## config.mk

```make
export PLATFORM = sky130hd
export DESIGN_NAME = lut_sweep
export DESIGN_NICKNAME = d
export VERILOG_FILES = /design/src/rtl/lut_sweep.sv
export SDC_FILE = /design/constraint.sdc
export NUM_CORES = 1
export LEC_CHECK = 0
export ABC_CLOCK_PERIOD_IN_PS = 1670
export BUFFER_PORTS_ARGS = -buffer_cell sky130_fd_sc_hd__buf_4
export CAP_MARGIN = 10
export CORE_MARGIN = 4
export CORE_UTILIZATION = 40
export DETAILED_ROUTE_END_ITERATION = 6
export GPL_TIMING_DRIVEN = 0
export PLACE_DENSITY_LB_ADDON = 0.2
export SLEW_MARGIN = 20
export SYNTH_ARGS = -nofsm -noshare
export SYNTH_HDL_FRONTEND = slang
export SYNTH_SLANG_ARGS = --single-unit
```

## constraint.sdc

```tcl
create_clock -name clk -period 1.67 [get_ports clk]
set_clock_uncertainty 0.1 [all_clocks]
set_input_delay 0.167 -clock clk [delete_from_list [all_inputs] [get_ports clk]]
set_output_delay 0.167 -clock clk [all_outputs]
set_load 0.05 [all_outputs]
```

## src/rtl/lut_sweep.sv

```systemverilog
// lut_sweep: programmable N-input truth table with single evaluation and exhaustive sweep.
// Optional feature macro SWEEP_SIG_EN enables the ones_count sweep signature counter.
module lut_sweep #(
  parameter int N = 3,
  parameter logic [2**N-1:0] INIT = {2**N{1'b0}}
) (
  input  logic         clk,
  input  logic         rst,
  input  logic         load_valid,
  input  logic         load_bit,
  output logic         load_ready,
  input  logic         eval,
  input  logic [N-1:0] in_vec,
  input  logic         start,
  output logic         f,
  output logic         f_valid,
  output logic [N-1:0] sweep_idx,
  output logic         busy,
  output logic         done,
  output logic [N:0]   ones_count
);

  typedef enum logic {IDLE, SWEEP} state_t;

  state_t          state_q;
  logic [2**N-1:0] table_q;
  logic [N-1:0]    loadPtr_q;
  logic [N-1:0]    idx_q;
  logic [N-1:0]    sweepIdx_q;
  logic            f_q;
  logic            fValid_q;
  logic            busy_q;
  logic            done_q;
  logic            sweepBit;
  logic            lastIdx;

  assign sweepBit   = table_q[idx_q];
  assign lastIdx    = (idx_q == {N{1'b1}});
  assign load_ready = (state_q == IDLE) && !start && !eval;

  // Only one IDLE request is honoured per cycle: start, then eval, then load.
  always_ff @(posedge clk) begin
    if (rst) begin
      state_q    <= IDLE;
      table_q    <= INIT;
      loadPtr_q  <= '0;
      idx_q      <= '0;
      sweepIdx_q <= '0;
      f_q        <= 1'b0;
      fValid_q   <= 1'b0;
      busy_q     <= 1'b0;
      done_q     <= 1'b0;
    end else begin
      fValid_q <= 1'b0;
      done_q   <= 1'b0;
      case (state_q)
        IDLE: begin
          if (start) begin
            state_q <= SWEEP;
            idx_q   <= '0;
            busy_q  <= 1'b1;
          end else if (eval) begin
            f_q        <= table_q[in_vec];
            sweepIdx_q <= in_vec;
            fValid_q   <= 1'b1;
          end else if (load_valid) begin
            table_q[loadPtr_q] <= load_bit;
            loadPtr_q          <= loadPtr_q + N'(1);
          end
        end
        SWEEP: begin
          f_q        <= sweepBit;
          sweepIdx_q <= idx_q;
          fValid_q   <= 1'b1;
          if (lastIdx) begin
            state_q <= IDLE;
            busy_q  <= 1'b0;
            done_q  <= 1'b1;
          end else begin
            idx_q <= idx_q + N'(1);
          end
        end
        default: state_q <= IDLE;
      endcase
    end
  end

  assign f         = f_q;
  assign f_valid   = fValid_q;
  assign sweep_idx = sweepIdx_q;
  assign busy      = busy_q;
  assign done      = done_q;

`ifdef SWEEP_SIG_EN
  logic [N:0] onesCount_q;
  logic [N:0] onesCount_d;

  // Signature is cleared on sweep start and frozen once the sweep ends.
  always_comb begin
    onesCount_d = onesCount_q;
    if (state_q == IDLE && start) begin
      onesCount_d = '0;
    end else if (state_q == SWEEP && sweepBit) begin
      onesCount_d = onesCount_q + (N+1)'(1);
    end
  end

  always_ff @(posedge clk) begin
    if (rst) begin
      onesCount_q <= '0;
    end else begin
      onesCount_q <= onesCount_d;
    end
  end

  assign ones_count = onesCount_q;
`else
  assign ones_count = '0;
`endif

endmodule
```

# Word level (Yosys, flattened, before mapping)
# Cells that the tools add are included.
word_totals:
  in_bits: 9
  ff_bits: 22
classes:
  bitwise_logic: 3
  eq_ne: 6
  n_lt_le_gt_ge: 4
  add_sub_neg: 2
  reduce_logical: 10
  n_mux: 26
ops:
  columns: ["op", "count"]
  rows:
  - ["3-bit by 4-bit less-than comparator with 1-bit output, second input constant", 3]
  - ["1-bit two-way mux", 12]
  - ["3-bit two-way mux", 4]
  - ["3-bit case mux with 2 select lines", 2]
  - ["8-bit bitwise mux", 1]
  - ["2-bit inequality test, second input constant", 4]
  - ["1-bit case mux with 2 select lines", 4]
  - ["3-bit by 1-bit adder with 3-bit output, second input constant", 2]
  - ["1-bit binary-select mux with 3-bit select", 2]
  - ["2-bit AND reduction", 3]
  - ["4-bit AND reduction", 1]
  - ["1-bit demux with 3-bit select", 1]
  - ["3-bit equality test, second input constant", 1]
  - ["3-bit by 1-bit greater-or-equal comparator with 1-bit output, second input constant", 1]
  - ["1-bit logical AND", 3]
  - ["1-bit inverter", 3]
  - ["1-bit logical NOT", 2]
  - ["2-bit by 1-bit inequality test with 1-bit output, second input constant", 1]
  - ["2-bit OR reduction", 1]

# Longest topological paths before layout
# Gate-level depths: netlist of run 1.
depth:
  ltp_word: 5
  depth_mapped: 5

# Least setup slack after synthesis of run 1
# No wires, ideal clock.
synth_path:
  kind: "flip-flop to output port"
  startpoint: "register state_q"
  endpoint: "output port load_ready"
  path_slack_ns: -0.205
  t_arrival_ns: 1.608
  stages_incl_launch_ff: 3
  cell_sequence: "dfxtp_1 buf_2 nor3_1"
synth_via:
  elab_chain_len: 3
synth_lines:
  columns: ["item", "line", "source"]
  rows:
  - ["from (decl)", "25", "state_t state_q;"]
  - ["from (signal assigned)", "44", "state_q <= IDLE;"]
  - ["from (signal assigned)", "59", "state_q <= SWEEP;"]
  - ["from (signal assigned)", "76", "state_q <= IDLE;"]
  - ["1-bit inverter (no line)", null, null]
  - ["1-bit logical AND (2 in series)", "39", "assign load_ready = (state_q == IDLE) && !start && !eval;"]
  - ["to (decl)", "11", "output logic load_ready,"]
# Every way passes these cells.

# Worst setup path in the final report of run 1
layout_path:
  startpoint: "register state_q"
  endpoint: "register table_q[6]"
layout_via:
  elab_chain_len: 2
layout_lines:
  columns: ["item", "line", "source"]
  rows:
  - ["1-bit inverter (no line)", null, null]
  - ["4-bit AND reduction (no line)", null, null]
  - ["to (signal, indexed assignment)", "67", "table_q[loadPtr_q] <= load_bit;"]
  - ["to (decl)", "26", "logic [2**N-1:0] table_q;"]
# Every way passes these cells.
# A chain may end at the register's enable or synchronous reset.

==> impl_metrics.env, run 1 <==
export IMPL_worstMarginPinSlew_ps=593
export IMPL_dp_slack_ps=-42.9
export IMPL_path_clk_slew_ps=130
export IMPL_start_util_pct=42.1
export IMPL_critical_path_class="reg2reg"
export IMPL_synth_largest_area_cell="dfxtp_1"
export IMPL_ys_warn_count=0
export IMPL_cts_root_buf="clkbuf_4"
export IMPL_grt_pass1_wl_mm=4.22
export IMPL_endpoint_kind="flop"
export IMPL_ys_ff_latch=22
export IMPL_stdcell_count=187
export IMPL_min_period_over_period_pct=98.1
export IMPL_synth_area_um2=1170
export IMPL_power_density_nw_per_um2=768
export IMPL_p_int_uw=765
export IMPL_cts_buffers=3
export IMPL_ys_top_cells_by_area="dfxtp_1 (38%), a21oi_1 (7.3%), mux4_2 (5.8%)"
export IMPL_vias=1047
export IMPL_portBuffers=15
export IMPL_drive_gt1_share_pct=29.5
export IMPL_power_frac_clock_pct=27.8
export IMPL_yosysSeqAreaShare_pct=37.6
export IMPL_nNetsFinal=170
export IMPL_worst_path_buf_inv=1
export IMPL_cap_violations=0
export IMPL_period_minus_slack_ps=1640
export IMPL_slew_viol_final=0
export IMPL_htree_levels=1
export IMPL_synth_enable_flop_cells=0
export IMPL_place_hpwl_mm=1.93
export IMPL_crit_family="simple AND/OR/NAND/NOR gates"
export IMPL_drtAntennaViolNets=0
export IMPL_status="completed"
export IMPL_first_pass_iters=4
export IMPL_p_sw_uw=346
export IMPL_fillers=278
export IMPL_arrival_ps=1730
export IMPL_ys_types=35
export IMPL_ys_flop_type="dfxtp_1"
export IMPL_ios=21
export IMPL_drt_iter0_drc=30
export IMPL_dp_cells=180
export IMPL_rows=19
export IMPL_netlist_area_leader_share_pct=37.6
export IMPL_wl_mm=2.73
export IMPL_cts_path_max_buffers=2
export IMPL_gp_congestion=0.796
export IMPL_n_antenna_cell=0
export IMPL_start_kind="flop"
export IMPL_relSlewSlack_pct=60.3
export IMPL_die_h_um=62.1
export IMPL_setup_viol=0
export IMPL_peakVddDrop_mv=0.565
export IMPL_postSynthAreaPerCell_um2=8.93
export IMPL_clock_sinks=22
export IMPL_dieArea_um2=3850
export IMPL_layout_common_cells="buf_4 (21), dfxtp_1 (19), a21oi_1 (17)"
export IMPL_wl_per_cell_um=14.6
export IMPL_setup_ws_ps=31.9
export IMPL_core_um2=2780
export IMPL_grtUsageTotal_pct=15.3
export IMPL_async_flop_share_pct=0
export IMPL_grt_max_degree=13
export IMPL_hold_viol_final=0
export IMPL_rsz0062_at_grt="no"
export IMPL_antenna_found_initial=0
export IMPL_gr_total_overflow=0
export IMPL_crit_required_ps=1770
export IMPL_cts_tree="done"
export IMPL_hp_class="in2reg"
export IMPL_seq_power_share_pct=50.6
export IMPL_cp_cell_sequence="or4b_4 -> buf_8 -> o31ai_1 -> a21oi_1"
export IMPL_syn2layout_area_growth_pct=23.7
export IMPL_synthCells=131
export IMPL_drc=0
export IMPL_leakage_uw=0.000548
export IMPL_grt_pass1_vias=879
export IMPL_critPathMaxFanout=10
export IMPL_mostFrequentLayoutCell="buf_4"
export IMPL_avgViaCountPerCell=5.60
export IMPL_slowest_delay_ps=520
export IMPL_fmaxAchievable_mhz=610
export IMPL_swShare_pct=31.1
export IMPL_p_comb_share_pct=21.6
export IMPL_clkLatencyLatePin_ps=320
export IMPL_die_w_um=62.1
export IMPL_cpMaxStageDelayCell="or4b_4"
## cell families (layout without fill, tap and decap cells)
group	after synthesis	count (layout)	share of synthesized area, %
AO/OA/AOI/OAI	35	35	18.8
buffers and inverters	17	39	7.49
flip-flops	22	22	37.6
adder cells (fa/ha/maj)	4	4	4.28
multiplexers	7	7	9.41
AND/OR/NAND/NOR	45	45	22.0
other	1	4	0.321
## layer usage
metal	global-route usage (%)	routed length, µm
met1	20.4	1260
met2	22.2	1290
met4	7.58	64
met3	4.55	123
met5	0	0
## state kept, by name, indices dropped and copies added, names as in the netlist, 3 cells and up
name,count
table_q,8
idx_q,3
loadPtr_q,3
sweep_idx,3
## power groups by stage
stage                     Combinational (µW)  Sequential, µW  Clock (µW)
final                                    240             562         309
after global routing                     257             566         336
after CTS                                237             563         310
after detailed placement                 223             576           0
after global placement                   221             575           0
after floorplan                          116             618           0
## worst register-to-register path: stages (launching register included)
cell and delay [ps]:
dfxtp_4 380, or4b_4 520, buf_8 170, o31ai_1 240, a21oi_1 100
## final timing paths
path,startpoint,to,slack (ps),depth (start not counted)
worst max-delay path,state_q,table_q[6],30,4
worst min-delay path,eval,loadPtr_q[1],100,4
worst max register to register,state_q,table_q[6],30,4
worst min register to register,sweep_idx[0],sweep_idx[0],360,2
## cells in the mapped netlist, types with 3 or more instances
| master | number |
|---|---|
| dfxtp_1 | 22 |
| a21oi_1 | 17 |
| nand2_1 | 10 |
| nand4_1 | 8 |
| o31ai_1 | 8 |
| inv_1 | 6 |
| a211oi_1 | 5 |
| nand2b_1 | 5 |
| nor2_1 | 5 |
| buf_4 | 4 |
| ha_1 | 4 |
| nor2b_1 | 4 |
| and2_1 | 3 |
| mux4_2 | 3 |
| nand3_1 | 3 |
## layout make-up
cell class,instances,area (µm²),area share (%)
buffer,10,66.3,4.58
clock buffer,4,36.3,2.51
inverter,7,27.5,1.90
multi-input combinational,95,692,47.8
sequential,22,449,31.0
tap,31,38.8,2.68
timing repair buffer,18,138,9.51
## repair_timing
action | 4_1_cts | 5_1_grt
buffers inserted | 2 | 0
resized for setup | 7 | 7
endpoints found under the hold margin | 1 | 0
pin swaps | 0 | 1
setup endpoints to repair | 10 | 9
hold buffers | 1 | 0
## per-stage QoR
stage / hold WS (ps) / instance area, µm² / util (%) / setup TNS [ps] / power (µW)
floorplan: 140 / 1190 / - / 0 / 734
global placement: 254 / 1340 / 48.1 / -189 / 797
detailed placement: 259 / 1340 / 48.1 / -201 / 799
CTS: 89.7 / 1420 / 51.2 / 0 / 1110
global route: 92.0 / 1450 / 52.0 / 0 / 1160
finish: 101 / 1450 / 52.0 / 0 / 1110
(Power assumes the default switching activity.)
==> inputs of run 2 (changes only) <==
--- a/config.mk
+++ b/config.mk
@@ -10,6 +10,7 @@
 export CAP_MARGIN = 10
 export CORE_MARGIN = 4
 export CORE_UTILIZATION = 40
+export CTS_BUF_LIST = sky130_fd_sc_hd__clkbuf_16
 export DETAILED_ROUTE_END_ITERATION = 6
 export GPL_TIMING_DRIVEN = 0
 export PLACE_DENSITY_LB_ADDON = 0.2
==> impl_metrics.env, run 2 (synthesis results as in run 1) <==
export IMPL_reg2reg_depth=4
export IMPL_critPathMaxFanout=10
export IMPL_avgViaCountPerCell=5.56
export IMPL_dp_slack_ps=-42.9
export IMPL_grt_pass1_wl_mm=4.25
export IMPL_rsz0062_at_grt="yes"
export IMPL_min_period_over_period_pct=97.9
export IMPL_syn2layout_area_growth_pct=25.8
export IMPL_wl_mm=2.69
export IMPL_wl_per_cell_um=14.6
export IMPL_cts_buffers=3
export IMPL_dp_cells=180
export IMPL_critical_path_class="reg2reg"
export IMPL_leakage_uw=0.000554
export IMPL_dieArea_um2=3850
export IMPL_status="completed"
export IMPL_die_h_um=62.1
export IMPL_power_density_nw_per_um2=880
export IMPL_layout_common_cells="buf_4 (19), dfxtp_1 (19), a21oi_1 (17)"
export IMPL_start_util_pct=42.1
export IMPL_gr_total_overflow=0
export IMPL_htree_levels=1
export IMPL_cap_violations=0
export IMPL_hp_start="eval"
export IMPL_die_w_um=62.1
export IMPL_place_hpwl_mm=1.93
export IMPL_drc=0
export IMPL_clock_sinks=22
export IMPL_cts_root_buf="clkbuf_16"
export IMPL_stdcell_count=185
export IMPL_cts_path_max_buffers=2
export IMPL_hp_class="in2reg"
export IMPL_worstMarginPinSlew_ps=584
export IMPL_vias=1029
export IMPL_endpoint_kind="flop"
export IMPL_relSlewSlack_pct=60.9
export IMPL_path_clk_slew_ps=60
export IMPL_arrival_ps=1650
export IMPL_drtAntennaViolNets=0
export IMPL_grt_max_degree=13
export IMPL_first_pass_iters=6
export IMPL_peakVddDrop_mv=0.649
export IMPL_hold_depth=4
export IMPL_gp_congestion=0.796
export IMPL_grtUsageTotal_pct=15.3
export IMPL_n_antenna_cell=0
export IMPL_cts_tree="done"
export IMPL_clkLatencyLatePin_ps=250
export IMPL_rows=19
export IMPL_ios=21
export IMPL_largest_reg_flops=8
export IMPL_portBuffers=15
export IMPL_drt_iter0_drc=55
export IMPL_grt_pass1_vias=884
export IMPL_period_minus_slack_ps=1630
export IMPL_core_um2=2780
export IMPL_largest_register="table_q"
export IMPL_start_kind="flop"
export IMPL_fmaxAchievable_mhz=612
export IMPL_slew_viol_final=0
export IMPL_drive_gt1_share_pct=27.9
export IMPL_antenna_found_initial=0
export IMPL_setup_ws_ps=35.9
export IMPL_hold_viol_final=0
export IMPL_setup_worst_path_start="state_q"
export IMPL_crit_required_ps=1680
export IMPL_nNetsFinal=168
export IMPL_worstReg2RegStart="state_q"
export IMPL_setup_viol=0
-- run 2: cell count changes in the layout (fill, tap and decap cells not counted), sizes merged --
cell	previous run	this run
buf	24	22
clkbuf	7	6
clkinv	1	2
-- run 2: stage by stage --
step / hold WS [ps] / utilization [%] / total power, µW / setup TNS [ps] / instance area [µm²]
after floorplan: 140 / - / 734 / 0 / 1190
after global placement: 254 / 48.1 / 797 / -189 / 1340
after detailed placement: 259 / 48.1 / 799 / -201 / 1340
after CTS: 200 / 51.6 / 1310 / 0 / 1440
after global routing: 189 / 52.9 / 1360 / -19.9 / 1470
final: 176 / 52.9 / 1300 / 0 / 1470
-- run 2: per-layer routing --
metal / share of wire, % / wire, µm / vias to the layer above / GRT usage, %
met5: 0 / 0 / - / 0
met4: 0.67 / 18 / 0 / 6.06
met3: 5.1 / 138 / 2 / 4.55
met2: 49 / 1330 / 31 / 23.1
met1: 45 / 1210 / 477 / 20.4
li1: - / - / 519 / -
-- run 2: worst paths after layout --
kind | endpoint | slack (ps)
hold / removal | loadPtr_q[1] | 180
setup / recovery | table_q[6] | 40
setup reg to reg | table_q[6] | 40
hold reg to reg | sweep_idx[0] | 350
-- run 2: where the power goes --
part	switching (µW)	total, µW	internal (µW)
logic	149	230	80.6
clock network	181	500	319
registers	19.1	565	546
total	349	1300	946
-- run 2: repair_timing --
item | 4_1_cts | 5_1_grt
resized for setup | 4 | 9
hold buffers | 1 | 0
endpoints found under the setup margin | 9 | 12
pin swaps | 1 | 0
endpoints found under the hold margin | 1 | 0
setup buffers | 0 | 0
-- run 2: cell type report --
class	instances	area, µm²
plain buffers	10	62.6
clock buffers	3	75.1
clock inverters	1	3.75
fillers	277	1310
inverters	7	27.5
multi-input cells	95	692
flip-flops and latches	22	449
well taps	31	38.8
repair buffers	16	123
-- run 2: worst max-delay path, cell delays in order, from the launching register on --
cell     delay, ps
dfxtp_4        370
or4b_4         520
buf_6          170
o31ai_1        230
a21oi_1         90
==> inputs of run 3 (changes only) <==
--- a/config.mk
+++ b/config.mk
@@ -5,12 +5,12 @@
 export SDC_FILE = /design/constraint.sdc
 export NUM_CORES = 1
 export LEC_CHECK = 0
+export ABC_AREA = 1
 export ABC_CLOCK_PERIOD_IN_PS = 1670
 export BUFFER_PORTS_ARGS = -buffer_cell sky130_fd_sc_hd__buf_4
 export CAP_MARGIN = 10
 export CORE_MARGIN = 4
 export CORE_UTILIZATION = 40
-export CTS_BUF_LIST = sky130_fd_sc_hd__clkbuf_16
 export DETAILED_ROUTE_END_ITERATION = 6
 export GPL_TIMING_DRIVEN = 0
 export PLACE_DENSITY_LB_ADDON = 0.2
==> impl_metrics.env, run 3 <==
export IMPL_cts_buffers=3
export IMPL_ys_warn_count=0
export IMPL_postLayoutCoreUtil_pct=50.6
export IMPL_crit_required_ps=1820
export IMPL_synthMuxAreaShare_pct=0
export IMPL_cap_violations=0
export IMPL_cts_path_max_buffers=2
export IMPL_synth_simple_area_share_pct=36.3
export IMPL_drt_iter0_drc=40
export IMPL_n_antenna_cell=0
export IMPL_clkLatencyLatePin_ps=300
export IMPL_highest_layer="met4"
export IMPL_worst_path_buf_inv=1
export IMPL_nNetsFinal=214
export IMPL_synth_compound_area_share_pct=10.4
export IMPL_netlist_area_leader_share_pct=36.2
export IMPL_dr_wl_met3_um=127
export IMPL_hold_depth=3
export IMPL_fin_tns_setup_ps=0
export IMPL_p_int_uw=761
export IMPL_yosysSeqAreaShare_pct=36.2
export IMPL_ios=21
export IMPL_mostFrequentLayoutCell="nand2_1"
export IMPL_critical_path_class="reg2reg"
export IMPL_place_hpwl_mm=2.03
export IMPL_slew_viol_final=0
export IMPL_vias=1098
export IMPL_gp_congestion=0.792
export IMPL_worstReg2RegStart="idx_q[0]"
export IMPL_hp_start="in_vec[1]"
export IMPL_p_comb_share_pct=22.1
export IMPL_power_density_nw_per_um2=774
export IMPL_drive_gt1_share_pct=18.5
export IMPL_cts_root_buf="clkbuf_4"
export IMPL_ys_top_cells_by_area="dfxtp_1 (36%), nand2_1 (14%), inv_1 (7.7%)"
export IMPL_rsz0062_at_grt="no"
export IMPL_core_um2=2830
export IMPL_period_minus_slack_ps=1530
export IMPL_wl_per_cell_um=11.3
export IMPL_synthCells=177
export IMPL_hp_class="in2reg"
export IMPL_rows=19
export IMPL_gr_total_overflow=0
export IMPL_wl_mm=2.61
export IMPL_critPathMaxFanout=7
export IMPL_grt_max_degree=13
export IMPL_avgViaCountPerCell=4.75
export IMPL_synth_top_family_by_area="simple AND/OR/NAND/NOR gates"
export IMPL_path_clk_slew_ps=130
export IMPL_synth_most_common_cell="nand2_1"
export IMPL_async_flop_share_pct=0
export IMPL_synth_largest_area_cell="dfxtp_1"
export IMPL_arrival_ps=1670
export IMPL_start_util_pct=43.0
export IMPL_layout_common_cells="nand2_1 (44), inv_1 (25), buf_4 (21)"
export IMPL_largest_register="table_q"
export IMPL_fmaxAchievable_mhz=655
export IMPL_largest_reg_flops=8
export IMPL_postSynthAreaPerCell_um2=6.87
export IMPL_power_frac_clock_pct=26.8
export IMPL_ys_ff_latch=22
export IMPL_seq_power_share_pct=51.1
export IMPL_peakVddDrop_mv=0.321
export IMPL_hold_slack_ps=47.0
export IMPL_ys_types=26
export IMPL_cpMaxStageDelayCell="dfxtp_2"
export IMPL_drtAntennaViolNets=0
export IMPL_setup_ws_ps=144
export IMPL_hold_viol_final=0
export IMPL_cpMostUsedCell="ha_1"
export IMPL_endpoint_kind="flop"
export IMPL_fillers=284
export IMPL_p_total_uw=1110
export IMPL_slowest_delay_ps=380
export IMPL_setup_viol=0
export IMPL_wl_met2_mm=1.27
export IMPL_die_h_um=63.1
export IMPL_grt_pass1_vias=1135
export IMPL_portBuffers=16
export IMPL_wl_met1_mm=1.19
export IMPL_drc=0
export IMPL_crit_cells=6
export IMPL_dieArea_um2=3990
export IMPL_synth_common_cells="nand2_1 (44), inv_1 (25), dfxtp_1 (22)"
export IMPL_p_sw_uw=347
export IMPL_synth_adder_area_share_pct=4.12
export IMPL_ys_flop_type="dfxtp_1"
export IMPL_start_kind="flop"
export IMPL_synth_enable_flop_cells=0
export IMPL_grt_pass1_wl_mm=4.93
export IMPL_first_pass_iters=5
export IMPL_swShare_pct=31.3
export IMPL_htree_levels=1
export IMPL_antenna_found_initial=0
export IMPL_clock_sinks=22
export IMPL_grtUsageTotal_pct=15.1
export IMPL_min_period_over_period_pct=91.4
export IMPL_dp_slack_ps=110
export IMPL_reg2reg_depth=6
export IMPL_status="completed"
export IMPL_cts_tree="done"
export IMPL_cp_cell_sequence="ha_1 -> ha_1 -> or2_0 -> inv_1 -> nand2_1 -> a21oi_1"
export IMPL_post_synth_xor_area_fraction_pct=0
export IMPL_syn2layout_area_growth_pct=17.7
export IMPL_crit_family="adder cells"
export IMPL_synth_area_um2=1220
export IMPL_leakage_uw=0.000707
export IMPL_setup_worst_path_start="idx_q[0]"
export IMPL_die_w_um=63.1
[run 3: changes by cell type in the layout (fill, tap and decap cells not counted), sizes merged, moves of 4 or more]
cell    delta
nand2     +36
inv       +20
nand3     +15
nor2      +15
nand4      -8
o31ai      -8
o21ai      +7
nand2b     -5
nor3       +5
a211oi     -4
a21oi      -4
nor2b      -4
[run 3: final timing paths]
kind	endpoint	slack [ps]
setup reg to reg	idx_q[1]	140
hold reg to reg	busy	380
hold / removal	sweep_idx[1]	50
setup / recovery	idx_q[1]	140
[run 3: final cells by class]
class	instances	area, µm²	area share (%)
multi-input cells	124	633	44.2
flip-flops and latches	22	443	30.9
repair buffers	17	130	9.09
inverters	26	97.6	6.82
plain buffers	7	52.6	3.67
well taps	31	38.8	2.71
clock buffers	4	36.3	2.53
[run 3: power by group through the flow]
| stage | Combinational [µW] | Clock [µW] | Sequential (µW) |
|---|---|---|---|
| 2_1_floorplan | 133 | 0 | 619 |
| 6_report | 245 | 297 | 565 |
| 5_1_grt | 271 | 335 | 570 |
| 4_1_cts | 247 | 307 | 565 |
| 3_5_place_dp | 244 | 0 | 577 |
| 3_3_place_gp | 241 | 0 | 576 |
[run 3: logic make-up after synthesis]
group | Yosys count
AO/OA/AOI/OAI | 24
adder cells (fa/ha/maj) | 4
buffers and inverters | 34
flip-flops | 22
other | 1
AND/OR/NAND/NOR | 92
[run 3: worst reg2reg max path, cell delays in order, from the launching register on]
cell and delay, ps:
dfxtp_2 380, ha_1 220, ha_1 170, or2_0 320
inv_1 110, nand2_1 50, a21oi_1 120
[run 3: stage by stage]
step	std cells	area [µm²]
floorplan	180	1230
global placement	227	1390
detailed placement	227	1390
CTS	232	1430
global route	231	1430
finish	231	1430
[run 3: metal layers]
| metal | vias up | track usage (%) |
|---|---|---|
| met3 | 2 | 3.91 |
| met5 | - | 0 |
| met1 | 482 | 17.8 |
| li1 | 599 | - |
| met4 | 0 | 4.96 |
| met2 | 15 | 26.5 |
[run 3: what timing repair did]
item | 4_1_cts | 5_1_grt
buffers inserted | 0 | 0
endpoints found under the hold margin | 1 | 0
hold buffers | 1 | 0
setup endpoints to repair | 0 | 3
gates resized for setup | 0 | 2
